File: src/rtl/hazard_unit.sv
// Pipeline stall/flush controller: load-use, taken branch, data-memory wait and MDU occupancy.
// Define HAZARD_MDU_EN to build the multi-cycle MDU sequencer; otherwise mul/div is single-cycle.
`ifndef REG_FILE_ADDR_WIDTH
`define REG_FILE_ADDR_WIDTH 5
`endif

module hazard_unit #(
   parameter int MDU_LATENCY = 32
) (
   input  logic                            clk,
   input  logic                            rst,
   input  logic [`REG_FILE_ADDR_WIDTH-1:0] id_src1,
   input  logic [`REG_FILE_ADDR_WIDTH-1:0] id_src2,
   input  logic [`REG_FILE_ADDR_WIDTH-1:0] id_st_src,
   input  logic                            id_use1,
   input  logic                            id_use2,
   input  logic                            id_use_st,
   input  logic [`REG_FILE_ADDR_WIDTH-1:0] ex_dest,
   input  logic                            ex_mem_read,
   input  logic                            ex_mdu_op,
   input  logic                            ex_branch_taken,
   input  logic                            mem_wait,
   output logic                            pc_stall,
   output logic                            if_id_stall,
   output logic                            id_ex_stall,
   output logic                            ex_mem_stall,
   output logic                            if_id_flush,
   output logic                            id_ex_flush,
   output logic                            ex_mem_flush,
   output logic                            mem_wb_flush,
   output logic                            mdu_busy,
   output logic [31:0]                     stall_cycles
);

   logic        loaduse;
   logic        mdu_hold;
   logic [31:0] stall_cycles_reg;

   assign loaduse = ex_mem_read && (ex_dest != '0) &&
                    ((id_use1   && (id_src1   == ex_dest)) ||
                     (id_use2   && (id_src2   == ex_dest)) ||
                     (id_use_st && (id_st_src == ex_dest)));

`ifdef HAZARD_MDU_EN
   typedef enum logic {IDLE, BUSY} state_t;

   state_t     state_reg, state_next;
   logic [7:0] cnt_reg, cnt_next;

   always_ff @(posedge clk) begin
      if (rst) begin
         state_reg <= IDLE;
         cnt_reg   <= 8'd0;
      end else begin
         state_reg <= state_next;
         cnt_reg   <= cnt_next;
      end
   end

   // A data-memory wait freezes the sequencer so the stall length stretches with it.
   always_comb begin
      state_next = state_reg;
      cnt_next   = cnt_reg;
      if (!mem_wait) begin
         case (state_reg)
            IDLE: begin
               if (ex_mdu_op) begin
                  state_next = BUSY;
                  cnt_next   = 8'(MDU_LATENCY - 1);
               end
            end
            BUSY: begin
               if (cnt_reg != 8'd0) cnt_next = cnt_reg - 8'd1;
               else                 state_next = IDLE;
            end
            default: state_next = IDLE;
         endcase
      end
   end

   assign mdu_hold = ((state_reg == IDLE) && ex_mdu_op) ||
                     ((state_reg == BUSY) && (cnt_reg != 8'd0));
   assign mdu_busy = (state_reg == BUSY);
`else
   logic unused_mdu_op;
   assign unused_mdu_op = ex_mdu_op;
   assign mdu_hold      = 1'b0;
   assign mdu_busy      = 1'b0;
`endif

   always_comb begin
      pc_stall     = 1'b0;
      if_id_stall  = 1'b0;
      id_ex_stall  = 1'b0;
      ex_mem_stall = 1'b0;
      if_id_flush  = 1'b0;
      id_ex_flush  = 1'b0;
      ex_mem_flush = 1'b0;
      mem_wb_flush = 1'b0;
      if (mem_wait) begin
         pc_stall     = 1'b1;
         if_id_stall  = 1'b1;
         id_ex_stall  = 1'b1;
         ex_mem_stall = 1'b1;
         mem_wb_flush = 1'b1;
      end else if (mdu_hold) begin
         pc_stall     = 1'b1;
         if_id_stall  = 1'b1;
         id_ex_stall  = 1'b1;
         ex_mem_flush = 1'b1;
      end else if (ex_branch_taken) begin
         if_id_flush  = 1'b1;
         id_ex_flush  = 1'b1;
      end else if (loaduse) begin
         pc_stall     = 1'b1;
         if_id_stall  = 1'b1;
         id_ex_flush  = 1'b1;
      end
   end

   always_ff @(posedge clk) begin
      if (rst)
         stall_cycles_reg <= 32'd0;
      else if (pc_stall && (stall_cycles_reg != 32'hFFFF_FFFF))
         stall_cycles_reg <= stall_cycles_reg + 32'd1;
   end

   assign stall_cycles = stall_cycles_reg;

endmodule

File: config.mk
export PLATFORM = sky130hd
export DESIGN_NAME = hazard_unit
export DESIGN_NICKNAME = d
export VERILOG_FILES = /design/src/rtl/hazard_unit.sv
export SDC_FILE = /design/constraint.sdc
export NUM_CORES = 1
export LEC_CHECK = 0
export CAP_MARGIN = 20
export CORE_ASPECT_RATIO = 0.7
export CORE_MARGIN = 4
export CORE_UTILIZATION = 41
export DETAILED_ROUTE_END_ITERATION = 10
export HOLD_SLACK_MARGIN = 0.12
export PLACE_DENSITY = 0.77
export SLEW_MARGIN = 20
export SYNTH_ARGS = -nofsm -noshare
export SYNTH_HDL_FRONTEND = slang
export SYNTH_SLANG_ARGS = --single-unit
File: constraint.sdc
create_clock -name clk -period 2 [get_ports clk]
set_input_delay 0.2 -clock clk [delete_from_list [all_inputs] [get_ports clk]]
set_output_delay 0.2 -clock clk [all_outputs]
set_load 0.05 [all_outputs]
== After elaboration in Yosys (flattened, before gate mapping) ==
Cells that the tools add are included.
Word-level totals
  register bits: 32
  input bits: 29
  latch bits: 0
  output and inout port bits: 41
  RAM bits: 0
  bits in read-only memories: 0
  logic and storage cells: 23
  memories: 0
Cells by class
  add/subtract/negate cells: 1
  reduce and logical (&&, ||, !) cells: 9
  multipliers: 0
  divide/modulo/power cells: 0
  eq/ne operators: 4
  bitwise gates (word level): 0
  shifts and indexed selects: 0
  multiplexer cells: 8
  magnitude comparators: 0
Operator list (number)
  adder 32 x 1 -> 32 bit (second input constant): 1
  inequality test 32 bit (second input constant): 1
  == test 5 bit: 3
  2-to-1 mux 1 bit: 8
  logical AND 1 bit: 6
  nonzero test 5 bit: 1
  logical OR 1 bit: 2

== Depth between registers and ports, before layout ==
  word-level depth: 9
  gate-level depth with buffers: 8
  gate-level depth less buffers: 7

== Worst setup path after synthesis ==
OpenSTA, ideal clock, no wires.
  path kind: register to register
  from: reg stall_cycles_reg[21] (netlist: stall_cycles[21])
  to: reg stall_cycles_reg[12] (netlist: stall_cycles[12])
  path slack: -0.354 ns
  setup time: 0.123 ns
  buffers on the path: 1
  arrival time: 2.230 ns
  clock period less this slack: 2.354 ns
  required time: 1.877 ns
  stages on the path, launching flop included: 8
  path through: dfxtp_1 > nand3_1 > nor2_1 > nand4_1 > o21ai_0 > clkbuf_1 > nor3b_1 > mux2_1
On the way
  cells in the longest elaborated chain, start to end: 2
Ends and longest elaborated chain
  from (decl): line 37  | logic [31:0] stall_cycles_reg;
  from (signal assigned): line 125  | stall_cycles_reg <= stall_cycles_reg + 32'd1;
  inequality test 32 bit: line 124  | else if (pc_stall && (stall_cycles_reg != 32'hFFFF_FFFF))
  logical AND 1 bit: line 124
Every way passes these cells.
A chain may end at the register's enable or synchronous reset.

== Worst setup path after layout ==
  from: in ex_dest[3]
  to: out if_id_stall
On the way
  cells in the longest elaborated chain, start to end: 8
  elaborated cells between the ends (all ways): 14
  those cells by class: eq/ne (3); mux (3); reduce/logical (8)
Ends and longest elaborated chain
  from (decl): line 18  | input logic [`REG_FILE_ADDR_WIDTH-1:0] ex_dest,
  == test 5 bit, on equally long branches: line 40, 41
  logical AND 1 bit, on equally long branches: line 40, 41
  logical OR 1 bit: line 40  | ((id_use1 && (id_src1 == ex_dest)) ||
  logical OR 1 bit: line 41  | (id_use2 && (id_src2 == ex_dest)) ||
  logical AND 1 bit (*): line 39  | assign loaduse = ex_mem_read && (ex_dest != '0) &&
  2-to-1 mux 1 bit (*): line 114  | end else if (loaduse) begin
  2-to-1 mux 1 bit (*): line 111  | end else if (ex_branch_taken) begin
  2-to-1 mux 1 bit (*): line 100  | if (mem_wait) begin
  to (decl): line 24  | output logic if_id_stall,
Mark *: on every way between the ends. The rest lies on a longest branch, timed or not.

==> metrics.csv <==
metric,value,unit
status,"finished, violations left",
violations,negative setup slack,
synth_top_family_by_area,simple AND/OR/NAND/NOR gates,
power.leakage,1.26,nW
worst_path_max_delay_cell,or4_4,
clk_pin_slew_worst_paths,0.08,ns
r2r_start,stall_cycles[4]$_SDFFE_PP0P_,
start_kind,input pin,
layout_common_cells,"36 x clkdlybuf4s50_1, 34 x buf_4, 21 x dfxtp_4, 20 x o31ai_1, 18 x a21oi_1",
hold_class,register to register,
synth_top_area_share,32.3,%
clk_path_buf_depth,2,
die_h,66.2,um
rsz0062_at_grt,true,
regToRegEndpoint,stall_cycles[15]$_SDFFE_PP0P_,
die_area,0.00603,mm^2
route.detailed.drc,0,
largest_register_ffs,32,
syn-mean-instance-area,8.06,um^2
clock_power_share,35.2,%
port_buffers,66,
final_common_cell,clkdlybuf4s50_1,
setup_ws,-0.111,ns
p_sw,0.000456,W
synth_top_area_cell,dfxtp_1,
fin_hold_ws,0.494,ns
diodes,0,
skew,0.0134,ns
multi_input_area,0.00145,mm^2
synth-main-ff-cell,dfxtp_1,
clock-sinks,32,
first_pass_iters,4,
synth_adder_area_share,0.631,%
path_class,input pin to output pin,
area_growth,74.1,%
fillers,295,
seq_area_frac_synth,32.3,%
syn_area,0.00198,mm^2
core_area,0.00450,mm^2
routed_wl,7.83,mm
grt_usage,22.4,%
fin_crit_sh,106,%
min_path_cells,2,
reg2reg_slack,-0.01,ns
final_antenna_net_count,0,
grt_pass1_vias,2208,
maxSlewHeadroom,65.3,%
worstMarginPinSlew,0.518,ns
row_count,20,
die_w,91.1,um
wl_per_cell,19.7,um
drv_cap,0,
dp_worst_setup_slack,-0.694,ns
synth-seq-cells,32,
nNetsFinal,372,
worstPathCellList,buf_8 -> or4_4 -> o21ai_4 -> buf_6 -> nor4b_4 -> a211oi_4 -> buf_12 -> clkinvlp_4 -> buf_8,
critPathMaxStageDelay,0.54,ns
cts_buffers,5,
dp_hpwl,4.36,mm
htree_levels,2,
drt_iter0_drc,194,
switching_share,30.8,%
overflow,0,
synth_edf_count,0,
endpoint_kind,output pin,
hold_path.startpoint,stall_cycles[26]$_SDFFE_PP0P_,
p_comb_share,23.1,%
cp_data_required_time,1.80,ns
synth_cell_types,37,
worstPathMaxFanout,3,
fmax,0.474,GHz
period_needed,2.11,ns
rr_worst_depth,5,
vdd_ir_drop_max,0.000340,V
synth_compound_area_share,19.5,%
antenna_found_initial,0,
hold_viol_final,0,
tritoncts,yes,
drv_slew,0,
synth.area.mux_share,3.41,%
drive_above_1_share,42.0,%
intPower,0.00102,W
grt_max_degree,30,
vias_per_cell,6.20,
gp_congestion,0.765,
p_per_area,429,mW/mm^2
netlist_instances,246,
grt_pass1_wl,10.9,mm
start_util,44.0,%
setup_viol,15,
clockRootBuffer,clkbuf_8,
ys.warnings.count,0,
p_seq_share,41.7,%
worstHoldEndpoint,stall_cycles[26]$_SDFFE_PP0P_,
synth-simple-area-share,30.9,%
synthXorXnorAreaFrac,6.63,%
vias,2468,
cpMostUsedCell,buf_8,
fin_util,76.6,%
cts_hold_buf,0,
boundaryPins,70,
seq_area,732,um^2
critPathArrivalTime,1.91,ns
insertion_delay,0.30,ns
synth_area_leaders,"dfxtp_1 32%, or4_1 8.3%, o31ai_1 7.6%",
async_flop_share,0,%
[routing by layer]
layer | global-route usage, % | up-vias | wire length [um]
li1 | - | 1119 | -
met3 | 5.35 | 24 | 575
met4 | 6.02 | 0 | 223
met5 | 0 | - | 0
met1 | 31.7 | 1182 | 3380
met2 | 33.7 | 143 | 3650
[cell families (layout without fill, tap and decap cells)]
kind of cell               Yosys count  in the layout
other                                1              2
muxes                                6              6
xor gates and xnor gates            15             15
and+or+nand+nor                    106            106
buffers and inverters               24            120
adders and majority gates            1              1
DFF                                 32             32
AOI/OAI and AO/OA                   61             61
[worst max-delay path: cells and delay by family]
| family | cells | cell delay [ns] |
|---|---|---|
| buffers and inverters | 5 | 0.67 |
| AND/OR/NAND/NOR | 2 | 0.59 |
| AO/OA/AOI/OAI | 2 | 0.45 |
[cell usage after synthesis, drive strengths merged, types with 2 or more instances]
| cell type | number |
|---|---|
| nor3 | 4 |
| nor4 | 2 |
| or4 | 22 |
| nand3 | 11 |
| o21ai | 6 |
| nand2 | 18 |
| o21a | 2 |
| and4 | 5 |
| dfxtp | 32 |
| mux2 | 6 |
| nor3b | 2 |
| a21oi | 26 |
| and3 | 4 |
| inv | 4 |
| clkbuf | 8 |
| buf | 12 |
| nor2b | 7 |
| nor2 | 14 |
| o31ai | 20 |
| nand4 | 10 |
| or3 | 4 |
| xnor2 | 13 |
| xor2 | 2 |
[how the worst max path moves through the flow]
| stage | to | start | depth (start not counted) |
|---|---|---|---|
| floorplan | pc_stall | ex_dest[1] | 7 |
| global placement | stall_cycles[7]$_SDFFE_PP0P_ | ex_dest[2] | 8 |
| detailed placement | stall_cycles[5]$_SDFFE_PP0P_ | ex_dest[2] | 8 |
| CTS | if_id_stall | ex_dest[3] | 9 |
| global route | stall_cycles[14]$_SDFFE_PP0P_ | ex_dest[0] | 11 |
| finish | if_id_stall | ex_dest[3] | 9 |
[power by group through the flow]
stage	Sequential, W	Combinational [W]	Clock (W)
after floorplan	0.000645	0.000127	0
after global placement	0.000632	0.000249	0
after detailed placement	0.000632	0.000252	0
after CTS	0.000617	0.000301	0.000517
after global routing	0.000618	0.000359	0.000543
final	0.000617	0.000342	0.000521
[metrics by stage]
stage          cell area (um^2)  power, W  TNS (ns)  std cells
2_1_floorplan              2100  0.000772    -0.134        247
3_3_place_gp               2910  0.000880    -17.28        373
3_5_place_dp               2910  0.000884    -19.25        373
4_1_cts                    3210   0.00143   -0.0861        393
5_1_grt                    3450   0.00152     -3.97        398
6_report                   3450   0.00148    -0.705        398
[final cells by class]
cell class                 count  share of cell area (%)
tap                           55                    1.99
inverter                       4                   0.544
multi-input combinational    191                    42.1
timing repair buffer         108                    31.6
sequential                    32                    21.2
clock buffer                   5                    1.99
clock inverter                 3                   0.544
[repair_timing]
item / 4_1_cts / 5_1_grt
cloned: 2 / 2
gates resized for setup: 59 / 65
pin swaps: 39 / 32
endpoints found under the setup margin: 35 / 31
setup buffers: 10 / 7
No activity file was read; power rests on OpenSTA's default activity.
==> patch: new RTL, config.mk and constraints unchanged <==
Change the macro `REG_FILE_ADDR_WIDTH` from 5 to 3.
--- a/src/rtl/hazard_unit.sv
+++ b/src/rtl/hazard_unit.sv
@@ -1,7 +1,7 @@
 // Pipeline stall/flush controller: load-use, taken branch, data-memory wait and MDU occupancy.
 // Define HAZARD_MDU_EN to build the multi-cycle MDU sequencer; otherwise mul/div is single-cycle.
 `ifndef REG_FILE_ADDR_WIDTH
-`define REG_FILE_ADDR_WIDTH 5
+`define REG_FILE_ADDR_WIDTH 3
 `endif
 
 module hazard_unit #(
Ports: changed (resized ex_dest, id_src1, id_src2 and id_st_src); port bits go from 70 to 62. No check against the original RTL was run, so the function may have changed too.
==> patch against the original RTL <==
- the run still ends with negative setup slack left
- design area shrank 6.4%
- critical path depth is 1 lower
- area after synthesis up 1.9%
- non-clock buffer count down 6
- utilization shrank 9.1 points
- wire length is 15% lower
- register-to-register slack better by 0.06 ns
- power decreased by 4.2%
- combinational power fell by 13%
- worst setup slack improved by 0.096 ns
- global-route usage is 1.9 points lower
- sequential cell count stayed put
- count of clock-buffer cells in the layout unchanged
- largest cell class unchanged
- largest power group unchanged
==> patch: results (changes against the original RTL) <==
| Metric | Value |
|---|---|
| Placed cell count | `391 (+4.8%)` |
| H-tree Lvls | `2 (unchanged)` |
| DRT iter0 DRCs | `203 (+4.6%)` |
| WL/cell | `16.2 um (-17%)` |
| Reg2Reg Launch Point | `stall_cycles[15]` |
| CP endpoint | `stall_cycles[27]` |
| Vias in the first global route | `2128 (-3.6%)` |
| First-pass detailed-route iteration total | `5 (+1)` |
| Vias | `2333 (-5.5%)` |
| Reg2reg path depth | `7 (+2)` |
| Setup slack, reg-to-reg | `0.05 ns (+0.06 ns)` |
| Highest-delay cell along the critical path | `or4_1` |
| Crit-path max FO | `7 (+4)` |
| Pre-CTS setup slack | `-0.455 ns (+0.238 ns)` |
| TNS Setup | `-0.0155 ns (+0.690 ns)` |
| Status | `finished, violations left` |
| Number of fill cells | `381 (+29%)` |
| Total wire length | `6.64 mm (-15%)` |
| Post-synth top cells | `dfxtp_1 (32), a21oi_1 (28), o31ai_1 (21)` |
| Hold Slack | `0.506 ns (+0.0119 ns)` |
| Hold/Removal Path Class | `register to register` |
| Nets@finish | `361 (-3.0%)` |
| First-pass GRT wire length | `10.1 mm (-6.9%)` |
| Failing checks | `negative setup slack` |
| GP Congestion | `0.898 (+17%)` |
| Internal Power | `1.01 mW (-1.8%)` |
| CP delay by family, top | `simple AND/OR/NAND/NOR gates` |
| Synth cell types | `32 (-14%)` |
| Area contributors post-synth | `dfxtp_1 (32%), o31ai_1 (7.8%), or4_1 (7.4%)` |
| Port Buffers | `58 (-12%)` |
| Post-DP HPWL | `4.59 mm (+5.4%)` |
| Largest net degree at the start of global routing | `29 (-3.3%)` |
| Synth Instances | `252 (+2.4%)` |
| Lkg Pwr | `1.17 nW (-6.8%)` |
| Setup crit start | `ex_dest[0]` |
| Relative slew margins | `63.9% (-1.5 points)` |
| Min setup slack post-route | `-0.0155 ns (+0.0959 ns)` |
| Setup violations, final | `1 (-14)` |
| Clk_skew | `0.00547 ns (-0.00791 ns)` |
| Total Routing Usage GR | `20.5% (-1.9 points)` |
| Sequential fraction of the synthesis area | `31.7% (-0.60 points)` |
-- patch: power groups by stage --
stage                     logic (mW)  clock network [mW]  registers, mW
after floorplan                0.129                   0          0.666
after global placement         0.253                   0          0.650
after detailed placement       0.259                   0          0.650
after CTS                      0.265               0.488          0.635
after global routing           0.314               0.513          0.635
final                          0.298               0.485          0.635
-- patch: worst min path at each step --
stage / start / end / cells past startpoint
finish: stall_cycles[17] / stall_cycles[17] / 2
global placement: stall_cycles[17] / stall_cycles[17] / 2
global route: stall_cycles[19] / stall_cycles[19] / 2
CTS: stall_cycles[17] / stall_cycles[17] / 2
detailed placement: stall_cycles[17] / stall_cycles[17] / 2
floorplan: stall_cycles[15] / stall_cycles[15] / 2
-- patch: area by class of cell --
type / count / area [um2] / share of cell area [%]
clock buffer: 5 / 68.8 / 2.13
sequential: 32 / 688 / 21.3
inverter: 4 / 15.0 / 0.465
tap: 69 / 86.3 / 2.67
timing repair buffer: 102 / 1010 / 31.2
clock inverter: 3 / 13.8 / 0.426
multi-input combinational: 194 / 1350 / 41.8
-- patch: cell families after synthesis --
logic type	after synthesis	synth area share [%]
flip-flops	32	31.7
buffers and inverters	27	7.43
other	1	0.186
multiplexers	5	2.97
XOR/XNOR	9	3.90
AO/OA/AOI/OAI	64	19.7
adder cells (fa/ha/maj)	1	0.619
AND/OR/NAND/NOR	113	33.5
-- patch: through the flow --
| stage | instance area [um2] | power, mW |
|---|---|---|
| after floorplan | 2080 | 0.794 |
| after global placement | 2880 | 0.903 |
| after detailed placement | 2880 | 0.909 |
| after CTS | 2990 | 1.39 |
| after global routing | 3230 | 1.46 |
| final | 3230 | 1.42 |
-- patch: worst reg2reg max path, stage by stage (launching register included) --
cell and delay, ns:
dfxtp_4 0.34, nand4_1 0.17, or4_4 0.60, nor3_4 0.22, buf_6 0.18, buf_4 0.13, or4_1 0.13, a21oi_2 0.06
-- patch: timing repair --
item	CTS	global route
gates cloned	0	2
setup buffers	2	6
hold buffers	0	0
resized for setup	8	37
pin swaps	3	16
setup endpoints to repair	25	33
-- patch: metal layers --
layer	vias up	share of wire, %	GRT usage [%]
met5	-	0	0
met4	0	1.1	4.26
met3	10	7.7	4.40
met2	92	45	31.9
met1	1087	46	29.2
li1	1144	-	-
